## config.mk

```make
export PLATFORM = sky130hd
export DESIGN_NAME = bullet_scheduler
export DESIGN_NICKNAME = d
export VERILOG_FILES = /design/src/rtl/bullet_scheduler.sv
export SDC_FILE = /design/constraint.sdc
export NUM_CORES = 1
export LEC_CHECK = 0
export CORE_MARGIN = 2
export CORE_UTILIZATION = 55
export DETAILED_ROUTE_END_ITERATION = 8
export GPL_TIMING_DRIVEN = 0
export HOLD_SLACK_MARGIN = 0.02
export PLACE_DENSITY = 0.76
export SLEW_MARGIN = 20
export SYNTH_ARGS = -nofsm -noshare
export SYNTH_HDL_FRONTEND = slang
export SYNTH_SLANG_ARGS = --single-unit
```

## constraint.sdc

```tcl
create_clock -name clk -period 18.4 [get_ports clk]
set_clock_uncertainty 0.15 [all_clocks]
set_input_delay 4.6 -clock clk [delete_from_list [all_inputs] [get_ports clk]]
set_output_delay 4.6 -clock clk [all_outputs]
set_load 0.1 [all_outputs]
```

## src/rtl/bullet_scheduler.sv

```systemverilog
// bullet_scheduler: fixed pool of player bullets with synchronized fire,
// one shared step prescaler, kill port and a registered pixel-coverage test.
module bullet_scheduler #(
    parameter int NUM_SLOTS = 6,
    parameter int STEP_DIV  = 195312,
    parameter int MAX_DIST  = 430
) (
    input  logic                 clk,
    input  logic                 rst,
    input  logic                 fire,
    input  logic                 run,
    input  logic [10:0]          ship_x,
    input  logic [10:0]          ship_y,
    input  logic                 kill,
    input  logic [2:0]           kill_idx,
    input  logic [10:0]          pix_x,
    input  logic [10:0]          pix_y,
    output logic                 pix_hit,
    output logic [2:0]           pix_slot,
    output logic [NUM_SLOTS-1:0] active_mask,
    output logic                 fire_ack,
    output logic                 fire_drop
);
    localparam int CW = (STEP_DIV > 1) ? $clog2(STEP_DIV) : 1;

    logic                 fs1_q, fs2_q, fs3_q;
    logic [1:0]           warm_q;
    logic                 fire_evt;
    logic [CW-1:0]        cnt_q, cnt_d;
    logic                 tick;
    logic [NUM_SLOTS-1:0] alive_q, alive_d, alloc_oh;
    logic [10:0]          sx_q [NUM_SLOTS];
    logic [10:0]          sx_d [NUM_SLOTS];
    logic [10:0]          sy_q [NUM_SLOTS];
    logic [10:0]          sy_d [NUM_SLOTS];
    logic [8:0]           dist_q [NUM_SLOTS];
    logic [8:0]           dist_d [NUM_SLOTS];
    logic [8:0]           nd;
    logic                 any_free, do_alloc;
    logic signed [12:0]   px, py, xl, xh, yl, yh;
    logic                 hit_d, pix_hit_q;
    logic [2:0]           slot_d, pix_slot_q;

    always_ff @(posedge clk or posedge rst) begin
        if (rst) begin
            fs1_q  <= 1'b0;
            fs2_q  <= 1'b0;
            fs3_q  <= 1'b0;
            warm_q <= 2'd0;
        end else begin
            fs1_q <= fire;
            fs2_q <= fs1_q;
            fs3_q <= fs2_q;
            if (warm_q != 2'd3) warm_q <= warm_q + 2'd1;
        end
    end

    // edges count only once the history flop holds post-reset samples
    assign fire_evt = (warm_q == 2'd3) && fs2_q && !fs3_q;

    assign tick = run && (cnt_q == CW'(STEP_DIV - 1));

    always_comb begin
        cnt_d = cnt_q;
        if (run) cnt_d = tick ? '0 : cnt_q + CW'(1);
    end

    always_comb begin
        alloc_oh = '0;
        any_free = 1'b0;
        for (int i = 0; i < NUM_SLOTS; i++) begin
            if (!alive_q[i] && !any_free) begin
                alloc_oh[i] = 1'b1;
                any_free    = 1'b1;
            end
        end
    end

    assign do_alloc  = fire_evt && run && any_free;
    assign fire_ack  = do_alloc;
    assign fire_drop = fire_evt && run && !any_free;

    always_comb begin
        alive_d = alive_q;
        sx_d    = sx_q;
        sy_d    = sy_q;
        dist_d  = dist_q;
        nd      = '0;
        for (int i = 0; i < NUM_SLOTS; i++) begin
            nd = dist_q[i] + 9'd1;
            if (kill && alive_q[i] && kill_idx == 3'(i)) begin
                alive_d[i] = 1'b0;
                dist_d[i]  = '0;
            end else if (do_alloc && alloc_oh[i]) begin
                alive_d[i] = 1'b1;
                sx_d[i]    = ship_x;
                sy_d[i]    = ship_y;
                dist_d[i]  = '0;
            end else if (tick && alive_q[i]) begin
                if (nd == 9'(MAX_DIST)) begin
                    alive_d[i] = 1'b0;
                    dist_d[i]  = '0;
                end else begin
                    dist_d[i] = nd;
                end
            end
        end
    end

    // signed bounds keep a bullet near the top from wrapping to the bottom
    always_comb begin
        hit_d  = 1'b0;
        slot_d = '0;
        px     = $signed({2'b00, pix_x});
        py     = $signed({2'b00, pix_y});
        xl     = '0;
        xh     = '0;
        yl     = '0;
        yh     = '0;
        for (int i = NUM_SLOTS - 1; i >= 0; i--) begin
            xl = $signed({2'b00, sx_q[i]}) + 13'sd5;
            xh = $signed({2'b00, sx_q[i]}) + 13'sd7;
            yl = $signed({2'b00, sy_q[i]}) - $signed({4'b0000, dist_q[i]}) - 13'sd12;
            yh = $signed({2'b00, sy_q[i]}) - $signed({4'b0000, dist_q[i]}) - 13'sd6;
            if (alive_q[i] && px >= xl && px <= xh && py >= yl && py <= yh) begin
                hit_d  = 1'b1;
                slot_d = 3'(i);
            end
        end
    end

    always_ff @(posedge clk or posedge rst) begin
        if (rst) begin
            cnt_q      <= '0;
            alive_q    <= '0;
            pix_hit_q  <= 1'b0;
            pix_slot_q <= '0;
            for (int i = 0; i < NUM_SLOTS; i++) begin
                sx_q[i]   <= '0;
                sy_q[i]   <= '0;
                dist_q[i] <= '0;
            end
        end else begin
            cnt_q      <= cnt_d;
            alive_q    <= alive_d;
            pix_hit_q  <= hit_d;
            pix_slot_q <= slot_d;
            sx_q       <= sx_d;
            sy_q       <= sy_d;
            dist_q     <= dist_d;
        end
    end

    assign pix_hit     = pix_hit_q;
    assign pix_slot    = pix_slot_q;
    assign active_mask = alive_q;
endmodule

```

### Yosys cells after proc, flatten, opt, wreduce, memory -nomap -nowiden

Index checks and enable logic that the tools add are counted.

| cells by class | value |
|---|---|
| multiplexer cells | 72 |
| bitwise gates (word level) | 6 |
| eq/ne operators | 14 |
| reduce and logical (&&, ||, !) cells | 95 |
| add/subtract/negate cells | 38 |
| magnitude comparators | 24 |

Operators with widths:

| kind | number |
|---|---|
| $mux 9 | 24 |
| $add 11x3->12 const B | 12 |
| $ge 12x13->1 | 6 |
| $le 12x13->1 | 6 |
| $sub 12x4->13 const B | 6 |
| $sub 12x5->13 const B | 6 |
| $ge 11x12->1 | 6 |
| $le 11x12->1 | 6 |
| $sub 11x9->12 | 6 |
| $logic_and 1x1->1 | 59 |
| $add 9x1->9 const B | 6 |
| $eq 9x9->1 const B | 6 |
| $mux 1 | 41 |
| $reduce_bool 3->1 | 12 |
| $reduce_and 2->1 | 12 |
| $add 18x1->18 const B | 1 |
| $eq 18x18->1 const B | 1 |
| $mux 18 | 1 |
| $mux 3 | 6 |
| $logic_not 1->1 | 11 |
| $eq 3x2->1 const B | 2 |
| $eq 3x3->1 const B | 2 |
| $not 1->1 | 6 |
| $eq 3x1->1 const B | 1 |
| 4 further kinds | 4 |

| word-level totals | value |
|---|---|
| register bits | 219 |
| output and inout port bits | 12 |

### Longest topological paths before layout

Gate-level depths: netlist of run 1.

| logic depth | value |
|---|---|
| depth after elaboration | 19 |
| depth in mapped cells | 23 |
| gate-level depth less buffers | 23 |

### Worst setup path before layout of run 1

Ideal clock, no wire load.

| timing | value |
|---|---|
| path type | input port to output port |
| start | input port run |
| end | output port fire_drop |
| stages on the path | 5 |
| buffers on the path | 2 |
| data arrival time | 6.581 ns |
| path slack | 7.069 ns |
| cell sequence | clkbuf_1 and4b_1 clkbuf_1 nand2_1 nor2_1 |

| between the ends | value |
|---|---|
| longest elaborated chain between the ends | 2 |

Ends and longest elaborated chain:

| element | RTL line | source |
|---|---|---|
| from (decl) | 11 | `input logic run,` |
| $logic_and 1x1->1 (2 in a row) | 81 | `assign fire_drop = fire_evt && run && !any_free;` |
| to (decl) | 22 | `output logic fire_drop` |

Every way passes these cells.

### Final worst setup path of run 1

Ends and elaborated chain as after synthesis.

==> results of run 1 <==
-- cell type report --
cell class | instances | area [sq um] | share of cell area (%)
Buffer | 62 | 246.5 | 1.016
Tap cell | 525 | 656.9 | 2.707
Inverter | 148 | 563.0 | 2.320
Timing Repair Buffer | 64 | 675.6 | 2.784
Multi-Input combinational cell | 2064 | 15670 | 64.58
Clock inverter | 15 | 235.2 | 0.9693
Sequential cell | 219 | 5480 | 22.58
Clock buffer | 33 | 738.2 | 3.042
-- placed cells by master (no fill, tap or decap), types with 6 or more instances in the layout --
cell             synthesis  final
a2111oi_0                7      7
a211o_1                  8      8
a211oi_1                25     25
a21o_1                  54     54
a21oi_1                125    125
a311oi_1                 6      6
a31oi_1                 20     20
and2_1                  16     16
and3_1                  21     21
and4_1                  11     11
clkbuf_1                56     58
clkbuf_16                0     27
clkdlybuf4s50_1          0     62
dfrtp_1                219    219
fa_1                     6      6
ha_1                   350    350
inv_1                  148    147
mux2_2                 118    118
nand2_1                168    168
nand2b_1                40     40
nand3_1                 79     79
nand3b_1                 7      7
nand4_1                 42     42
nor2_1                 181    181
nor2b_1                 48     48
nor3_1                  54     54
nor3b_1                  8      8
nor4_1                  11     11
o211ai_1                16     16
o21a_1                  36     36
o21ai_0                181    181
o22ai_1                  8      8
o31ai_1                 20     20
or3_1                   14     14
xnor2_1                140    140
xor2_1                 132    132
-- per-stage QoR --
stage	power (uW)	setup WS (ps)	cells
global placement	4014	4746	3080
CTS	4821	6639	3130
finish	4849	6634	3130
detailed placement	4205	6656	3082
global route	5336	6506	3130
floorplan	3463	7069	2493
-- kinds of logic (layout without fill, tap and decap cells) --
logic type               Yosys count  in the layout  share of synthesized area [%]
multiplexers                     120            120                          6.144
AND/OR/NAND/NOR                  733            733                          16.63
AO/OA/AOI/OAI                    582            582                          17.19
XOR/XNOR                         273            273                          10.93
flip-flops                       219            219                          24.96
adder cells (fa/ha/maj)          356            356                          20.49
buffers and inverters            210            322                          3.653
-- worst paths after layout --
check	slack, ps	to	cells after the start
worst max-delay path	6630	fire_drop	6
worst min-delay path	230	fs2_q	0
worst max register to register	12960	pix_slot[2]	21
worst min register to register	230	fs2_q	0
max in group asynchronous	13050	sx_q[41]	3
min in group asynchronous	4220	fs1_q	2
-- power by group through the flow --
stage / registers (uW) / logic, uW / clock network [uW]
CTS: 748 / 3480 / 595
finish: 752 / 3510 / 586
global placement: 746 / 3270 / 0
floorplan: 762 / 2700 / 0
detailed placement: 754 / 3450 / 0
global route: 770 / 3950 / 615
-- sequential cells by signal, summed over array words and instances (netlist names) --
signal	flops
sx_q	66
sy_q	66
dist_q	54
cnt_q	18
active_mask	6
pix_slot	3
warm_q	2
fs1_q	1
fs2_q	1
fs3_q	1
pix_hit	1
-- worst register-to-register path, stage by stage, from the launching register on --
cell and delay, ps:
dfrtp_1 400, inv_1 120, ha_1 290, nor2b_1 230, o21a_1 140, nor2_1 40
xnor2_1 430, inv_1 100, ha_1 200, a21oi_1 230, nor2b_1 360, nand2_1 120
xnor2_1 140, ha_1 310, a21o_1 160, a21o_1 170, a21oi_1 190, o21a_1 150
a211oi_1 50, a2111oi_0 1020, or2_1 240, and2_1 130
-- layer usage --
layer	vias up	part of all wire, %	global-route usage (%)
met4	2	4.7	13.45
met5	-	0.030	0
met2	558	47	49.76
met1	9186	43	37.66
met3	156	5.1	2.908
li1	9189	-	-
==> run summary, run 1 <==
Fin. max-slew vios -> 0
Crit path from -> run
I/O Pins -> 64
Cell variety after synth -> 89
Area leader, netlist -> dfrtp_1
First-pass GRT wire length -> 96840 microns
Async SR Flop Fraction -> 100.0%
Fin crit period -> 11770 ps
Flops & latches, synth -> 219
Final Util -> 61.36%
Final WL -> 60970 microns
Crit path largest cell delay -> 1150 ps
Sequential fraction of the synthesis area -> 24.96%
H-tree levels -> 1
Clk_lat worst skew -> 580 ps
# diodes -> 0
CTS tree -> yes
Fraction of layout cells with a size suffix above 1 -> 7.601%
DRT iter0 DRCs -> 1313
Final Hold Fails -> 0
Slew margin rel. -> 21.22%
Worst setup path class -> in2out
Syn_area_per_cell -> 8.806 sq um
Final ANT Viol Nets -> 0
Mapped Cells -> 2493
Sum of negative setup slack -> 0 ps
Slowest CP cell -> clkdlybuf4s50_1
Req. time, crit path -> 13650 ps
Hold_buf cts -> 0
Yosys top cell area share -> 24.96%
Sequential share of power -> 15.5%
Hold WC Path Type -> reg2reg
DRC -> 0
Die W -> 203.8 microns
Number of max-cap violations -> 0
Post-DR vias/cell -> 6.099
IO Port Bufs -> 62
RSZ-0062 raised after global routing -> false
Post-synth net total -> 2901
Leak Pwr -> 0.01063 uW
Die height -> 203.8 microns
HPWL Detailed -> 44760 microns
Vias in the first global route -> 18.83k
Syn. warnings -> 0
VDD IR-drop max -> 0.0001102 V
Fin crit share -> 63.95%
Reg2reg start -> dist_q[10]
Nets -> 2994
Switching pwr -> 2321 uW
Gr ovfl total -> 0
Num CTS Buffers -> 27
Worst-path clk slew -> 60 ps
Clk network pwr share -> 12.1%
Gpl congestion -> 0.9451
Status -> finished clean
Area Growth Syn to Fin -> 10.54%
Root Buffer -> clkbuf_16
Hold_sp -> fs1_q
Clock Sink Count -> 219
Vias -> 19.09k
Crit path DAT -> 7020 ps
Max Root-Sink Buffers -> 3
Finish-stage setup viols -> 0
Gate power share -> 72.4%
Count leader, synth -> ha_1
Detailed Routing Iterations Pass 1 -> 5
Drt wl/cell -> 19.48 microns
Post-cts sizing count -> 0
Cell Rows -> 73
Initial antenna violation count -> 2
Total global-route track usage -> 29.31%
Top post-synthesis cells by area -> dfrtp_1 25%, ha_1 20%, mux2_2 6.1%
Post-synthesis cell area -> 21950 sq um
EDFF count, synth -> 0
# fillers -> 3344
Ys flop type -> dfrtp_1
Internal power -> 2528 uW
Most common cell on crit path -> clkbuf_1
CP startpoint kind -> input port
Fin area -> 24270 sq um
Postcts setup bufs -> 0
Switching Share -> 47.87%
Top delay family on crit path -> buffers and inverters
Critical Path Sink Type -> primary output
Max Fanout on Critical Path -> 8
Most frequent cells after synthesis -> 350 x ha_1, 219 x dfrtp_1, 181 x nor2_1, 181 x o21ai_0, 168 x nand2_1
FMAX -> 0.08499 GHz
DIE AREA -> 41530 sq um
Core area -> 39550 sq um
Worst slew pin tran -> 1152 ps
Cell chain of the critical path -> clkbuf_1 -> and4b_1 -> clkbuf_1 -> nand2_1 -> nor2_1 -> clkdlybuf4s50_1
Initial Utilization -> 55.51%
Largest net degree at the start of global routing -> 103
WHS -> 233.6 ps
WP buf/inv -> 3
Pwr/cell area -> 199.8 nW/um^2
Post-DP Area -> 23290 sq um
Note: power is estimated with default switching activity, not from simulation.
==> inputs of run 2 (changes only) <==
Settings changed: PLACE_DENSITY 0.76 to 0.79.
Clock period 18.4 ns to 10.6 ns, I/O delays scaled along.
==> run summary, run 2 (synthesized netlist as in run 1, its figures left out) <==
Slew margin rel. -> 29.02% (was 21.22%)
Total design power -> 8346 uW (was 4849 uW)
Postcts setup bufs -> 0 (unchanged)
Final Hold Fails -> 0 (unchanged)
Number of max-cap violations -> 0 (unchanged)
Clk_lat worst skew -> 560 ps (was 580 ps)
Crit path DAT -> 5060 ps (was 7020 ps)
Pwr/cell area -> 345.3 nW/um^2 (was 199.8 nW/um^2)
Largest net degree at the start of global routing -> 103 (unchanged)
Max Fanout on Critical Path -> 8 (unchanged)
Gpl congestion -> 0.9280 (was 0.9451)
Leading cell type in the layout, fill and taps excluded -> ha_1 (unchanged)
CP startpoint kind -> input port (unchanged)
Die height -> 203.8 microns (unchanged)
I/O Pins -> 64 (unchanged)
Area Growth Syn to Fin -> 10.10% (was 10.54%)
Drt wl/cell -> 19.39 microns (was 19.48 microns)
Leak Pwr -> 0.01059 uW (was 0.01063 uW)
Initial Utilization -> 55.51% (unchanged)
Worst setup path class -> in2out (unchanged)
Post-DP Area -> 23290 sq um (unchanged)
Post-DR vias/cell -> 6.171 (was 6.099)
Clock Sink Count -> 219 (unchanged)
Root Buffer -> clkbuf_16 (unchanged)
Worst-path clk slew -> 60 ps (about the same)
Fin. max-slew vios -> 0 (unchanged)
Vias -> 19.31k (was 19.09k)
Req. time, crit path -> 7800 ps (was 13650 ps)
IO Port Bufs -> 62 (unchanged)
FMAX -> 0.1272 GHz
First-pass GRT wire length -> 95750 microns (was 96840 microns)
VDD IR-drop max -> 0.0001911 V (was 0.0001102 V)
DIE AREA -> 41530 sq um (unchanged)
Critical Path Sink Type -> primary output (unchanged)
Die W -> 203.8 microns (unchanged)
Initial antenna violation count -> 2 (unchanged)
H-tree levels -> 1 (unchanged)
RSZ-0062 raised after global routing -> false (unchanged)
Placed Cells -> 3082 (unchanged)
Final WL -> 60690 microns (was 60970 microns)
Fin crit period -> 7859 ps
Fraction of layout cells with a size suffix above 1 -> 7.338% (was 7.601%)
WHS -> 207.6 ps (was 233.6 ps)
Detailed Routing Iterations Pass 1 -> 8 (was 5)
Fin crit share -> 74.14%
Vias in the first global route -> 18.79k (was 18.83k)
DRC -> 0 (unchanged)
Cell Rows -> 73 (unchanged)
Max Root-Sink Buffers -> 3 (unchanged)
Final ANT Viol Nets -> 0 (unchanged)
Hold_buf cts -> 0 (unchanged)
Hold WC Path Type -> reg2reg (unchanged)
Total global-route track usage -> 28.87% (was 29.31%)
Post-route insts no fill -> 3130 (unchanged)
Num CTS Buffers -> 26 (was 27)
DRT iter0 DRCs -> 1389 (was 1313)
Finish-stage setup viols -> 0 (unchanged)
Worst slew pin tran -> 1061 ps (was 1152 ps)
Core area -> 39550 sq um (unchanged)
Biggest regs -> sx_q (66), sy_q (66), dist_q (54) (unchanged)
Post-cts sizing count -> 0 (unchanged)
Nets -> 2993 (was 2994)
Status -> finished clean (unchanged)
CTS tree -> yes (unchanged)
Commonest non-fill, non-tap cells in the layout -> 350 x ha_1, 219 x dfrtp_1, 181 x nor2_1, 181 x o21ai_0, 168 x nand2_1 (unchanged)
HPWL Detailed -> 44820 microns (was 44760 microns)
Fin area -> 24170 sq um (was 24270 sq um)
Gr ovfl total -> 0 (unchanged)
-- run 2: changes by cell type in the layout (fill, tap and decap cells not counted), moves of 2 or more --
cell | before | now
clkinv_4 | 4 | 0
clkbuf_8 | 4 | 2
clkinv_2 | 3 | 5
diode_2 | 0 | 2
clkbuf_1 | 58 | 63
-- run 2: critical path, cell delays in order --
cell and delay, ps:
clkbuf_1 270, and4b_1 250, clkbuf_1 390, nand2_1 160, nor2_1 190, clkdlybuf4s50_1 1150
-- run 2: worst paths after layout --
| path | startpoint | to | slack (ps) | cells after the start |
|---|---|---|---|---|
| hold reg to reg | fs1_q | fs2_q | 210 | 0 |
| setup reg to reg | dist_q[9] | pix_slot[2] | 5420 | 17 |
| min in group asynchronous | rst | fs1_q | 2350 | 2 |
| setup / recovery | run | fire_drop | 2740 | 6 |
| hold / removal | fs1_q | fs2_q | 210 | 0 |
| max in group asynchronous | rst | sy_q[23] | 7030 | 3 |
-- run 2: area by class of cell --
| type | instances | area, sq um |
|---|---|---|
| multi-input cells | 2064 | 15670 |
| fillers | 3273 | 15380 |
| flip-flops and latches | 219 | 5480 |
| clock buffers | 35 | 704.4 |
| repair buffers | 64 | 675.6 |
| well taps | 525 | 656.9 |
| inverters | 148 | 563.0 |
| plain buffers | 62 | 246.5 |
| clock inverters | 11 | 168.9 |
| diodes | 2 | 5.005 |
-- run 2: report_power, final --
part / switching [uW] / total (uW) / internal, uW
clock: 373 / 935 / 562
sequential: 229 / 1310 / 1080
combinational: 3410 / 6100 / 2690
-- run 2: stage by stage --
step	utilization, %	setup slack [ps]	TNS [ps]
floorplan	-	1807	0
global placement	58.74	-1073	-230200
detailed placement	58.90	2754	0
CTS	61.11	2739	0
global route	61.11	2599	0
finish	61.12	2741	0
-- run 2: metal layers --
metal	up-vias	GRT usage [%]	wire [microns]
met5	-	0	31
met4	4	13.48	2839
met3	177	3.132	3698
met2	663	49.31	28590
met1	9289	36.58	25530
li1	9181	-	-
==> inputs of run 3 (changes only) <==
Clock period 10.6 ns to 6.6 ns, I/O delays scaled along.
==> run summary, run 3 (synthesized netlist as in run 1, its figures left out) <==
Slowest CP cell -> clkdlybuf4s50_1 (unchanged)
Setup slack after layout -> 674.1 ps (was 2741 ps)
Sequential share of power -> 15.6% (was 15.7%)
Most common cell on crit path -> clkbuf_1 (unchanged)
Postcts setup bufs -> 0 (unchanged)
Clk network pwr share -> 11.5% (was 11.2%)
DIE AREA -> 41530 sq um (unchanged)
Post-route insts no fill -> 3137 (was 3130)
Leak Pwr -> 0.01064 uW (was 0.01059 uW)
First-pass GRT wire length -> 96580 microns (was 95750 microns)
Area Growth Syn to Fin -> 10.68% (was 10.10%)
Hold WC Path Type -> reg2reg (unchanged)
Top delay family on crit path -> buffers and inverters (unchanged)
Fin. max-slew vios -> 0 (unchanged)
Biggest regs -> sx_q (66), sy_q (66), dist_q (54) (unchanged)
Core area -> 39550 sq um (unchanged)
Number of max-cap violations -> 0 (unchanged)
Critical R2R Capture -> pix_slot[2] (unchanged)
Fraction of layout cells with a size suffix above 1 -> 7.625% (was 7.338%)
Multi-input gate area -> 15670 sq um (unchanged)
WL met2 -> 28370 microns (was 28590 microns)
CP startpoint kind -> input port (unchanged)
WP buf/inv -> 3 (unchanged)
Commonest non-fill, non-tap cells in the layout -> 350 x ha_1, 219 x dfrtp_1, 181 x nor2_1, 181 x o21ai_0, 168 x nand2_1 (unchanged)
Reg2reg start -> dist_q[10] (was dist_q[9])
Critical Path Sink -> fire_drop (unchanged)
Final Hold Fails -> 0 (unchanged)
Die W -> 203.8 microns (unchanged)
Gpl congestion -> 0.9437 (was 0.9280)
Clk_lat worst skew -> 560 ps (about the same)
Status -> finished clean (unchanged)
VDD IR-drop max -> 0.0003244 V (was 0.0001911 V)
HPWL Detailed -> 45370 microns (was 44820 microns)
Critical Path Stages -> 6 (unchanged)
Crit path largest cell delay -> 1160 ps (was 1150 ps)
Critical Path Sink Type -> primary output (unchanged)
Drt wl/cell -> 19.30 microns (was 19.39 microns)
Detailed Routing Iterations Pass 1 -> 5 (was 8)
Sum of negative setup slack -> 0 ps (unchanged)
Final ANT Viol Nets -> 0 (unchanged)
IO Port Bufs -> 62 (unchanged)
Req. time, crit path -> 4800 ps (was 7800 ps)
# fillers -> 3311 (was 3273)
Cell chain of the critical path -> clkbuf_1 -> and4b_1 -> clkbuf_1 -> nand2_1 -> nor2_1 -> clkdlybuf4s50_1 (unchanged)
Switching pwr -> 6407 uW (was 4012 uW)
Max Root-Sink Buffers -> 3 (unchanged)
Initial Utilization -> 55.51% (unchanged)
Worst-path clk slew -> 60 ps (about the same)
Placement Setup Slack -> 706.7 ps (was 2754 ps)
Clock Sink Count -> 219 (unchanged)
Worst slew pin tran -> 1087 ps (was 1061 ps)
RSZ-0062 raised after global routing -> false (unchanged)
Leading cell type in the layout, fill and taps excluded -> ha_1 (unchanged)
Largest net degree at the start of global routing -> 35 (was 103)
Register Area -> 5480 sq um (unchanged)
Crit path DAT -> 4130 ps (was 5060 ps)
Fin area -> 24300 sq um (was 24170 sq um)
Vias -> 19.06k (was 19.31k)
Hold_buf cts -> 0 (unchanged)
WL met3 -> 3512 microns (was 3698 microns)
CTS tree -> yes (unchanged)
Final WL -> 60560 microns (was 60690 microns)
Post-cts sizing count -> 0 (unchanged)
H-tree levels -> 1 (unchanged)
DRC -> 0 (unchanged)
DRT iter0 DRCs -> 1403 (was 1389)
WHS -> 207.8 ps (was 207.6 ps)
Switching Share -> 47.82% (was 48.08%)
Post-DP Area -> 23370 sq um (was 23290 sq um)
Pwr/cell area -> 551.5 nW/um^2 (was 345.3 nW/um^2)
Post-DR vias/cell -> 6.077 (was 6.171)
R2R setup slack -> 1240 ps (was 5420 ps)
Die height -> 203.8 microns (unchanged)
Gate power share -> 72.9% (was 73.1%)
Internal power -> 6993 uW (was 4334 uW)
R2R depth -> 21 (was 17)
Gr ovfl total -> 0 (unchanged)
FMAX -> 0.1688 GHz
Wl on met1 -> 25970 microns (was 25530 microns)
Num CTS Buffers -> 26 (unchanged)
Top Metal Used -> met4 (was met5)
Finish-stage setup viols -> 0 (unchanged)
Slew margin rel. -> 25.63% (was 29.02%)
Fin crit share -> 89.79%
Crit path from -> run (unchanged)
Placed Cells -> 3087 (was 3082)
Max Fanout on Critical Path -> 8 (unchanged)
Initial antenna violation count -> 0 (was 2)
Root Buffer -> clkbuf_16 (unchanged)
I/O Pins -> 64 (unchanged)
Total global-route track usage -> 29.09% (was 28.87%)
Fin crit period -> 5926 ps
Worst setup path class -> in2out (unchanged)
Vias in the first global route -> 18.88k (was 18.79k)
Cell Rows -> 73 (unchanged)
Nets -> 2998 (was 2993)
-- run 3: cell count changes in the layout (fill, tap and decap cells not counted), sizes merged --
cell / change
inv: -1
clkbuf: +2
clkinvlp: +2
buf: +5
clkinv: -1
-- run 3: worst min path at each step --
| stage | startpoint | to | slack, ps | cells after the start |
|---|---|---|---|---|
| 6_report | fs1_q | fs2_q | 210 | 0 |
| 5_1_grt | fs1_q | fs2_q | 230 | 0 |
| 4_1_cts | fs1_q | fs2_q | 210 | 0 |
| 3_5_place_dp | fs1_q | fs2_q | 200 | 0 |
| 3_3_place_gp | fs1_q | fs2_q | 190 | 0 |
| 2_1_floorplan | fs1_q | fs2_q | 180 | 0 |
-- run 3: metrics by stage --
stage | utilization (%) | total power (uW)
after floorplan | - | 9655
after global placement | 58.75 | 11170
after detailed placement | 59.10 | 11710
after CTS | 61.42 | 13330
after global routing | 61.42 | 14770
final | 61.43 | 13400
-- run 3: area by class of cell --
| type | instances | area share, % |
|---|---|---|
| clock buffers | 37 | 3.054 |
| well taps | 525 | 2.704 |
| repair buffers | 69 | 3.131 |
| inverters | 148 | 2.302 |
| multi-input cells | 2064 | 64.50 |
| clock inverters | 11 | 0.7209 |
| diodes | 2 | 0.02060 |
| plain buffers | 62 | 1.014 |
| flip-flops and latches | 219 | 22.56 |
-- run 3: power groups by stage --
| stage | logic, uW | registers [uW] | clock network, uW |
|---|---|---|---|
| after floorplan | 7530 | 2130 | 0 |
| after global placement | 9090 | 2080 | 0 |
| after detailed placement | 9610 | 2100 | 0 |
| after CTS | 9680 | 2080 | 1570 |
| after global routing | 11000 | 2140 | 1620 |
| final | 9760 | 2090 | 1550 |
-- run 3: routing by layer --
layer / GRT usage (%) / vias to the layer above
met5: 0 / -
met4: 13.92 / 0
met3: 3.899 / 139
met2: 48.88 / 537
met1: 36.94 / 9201
li1: - / 9186
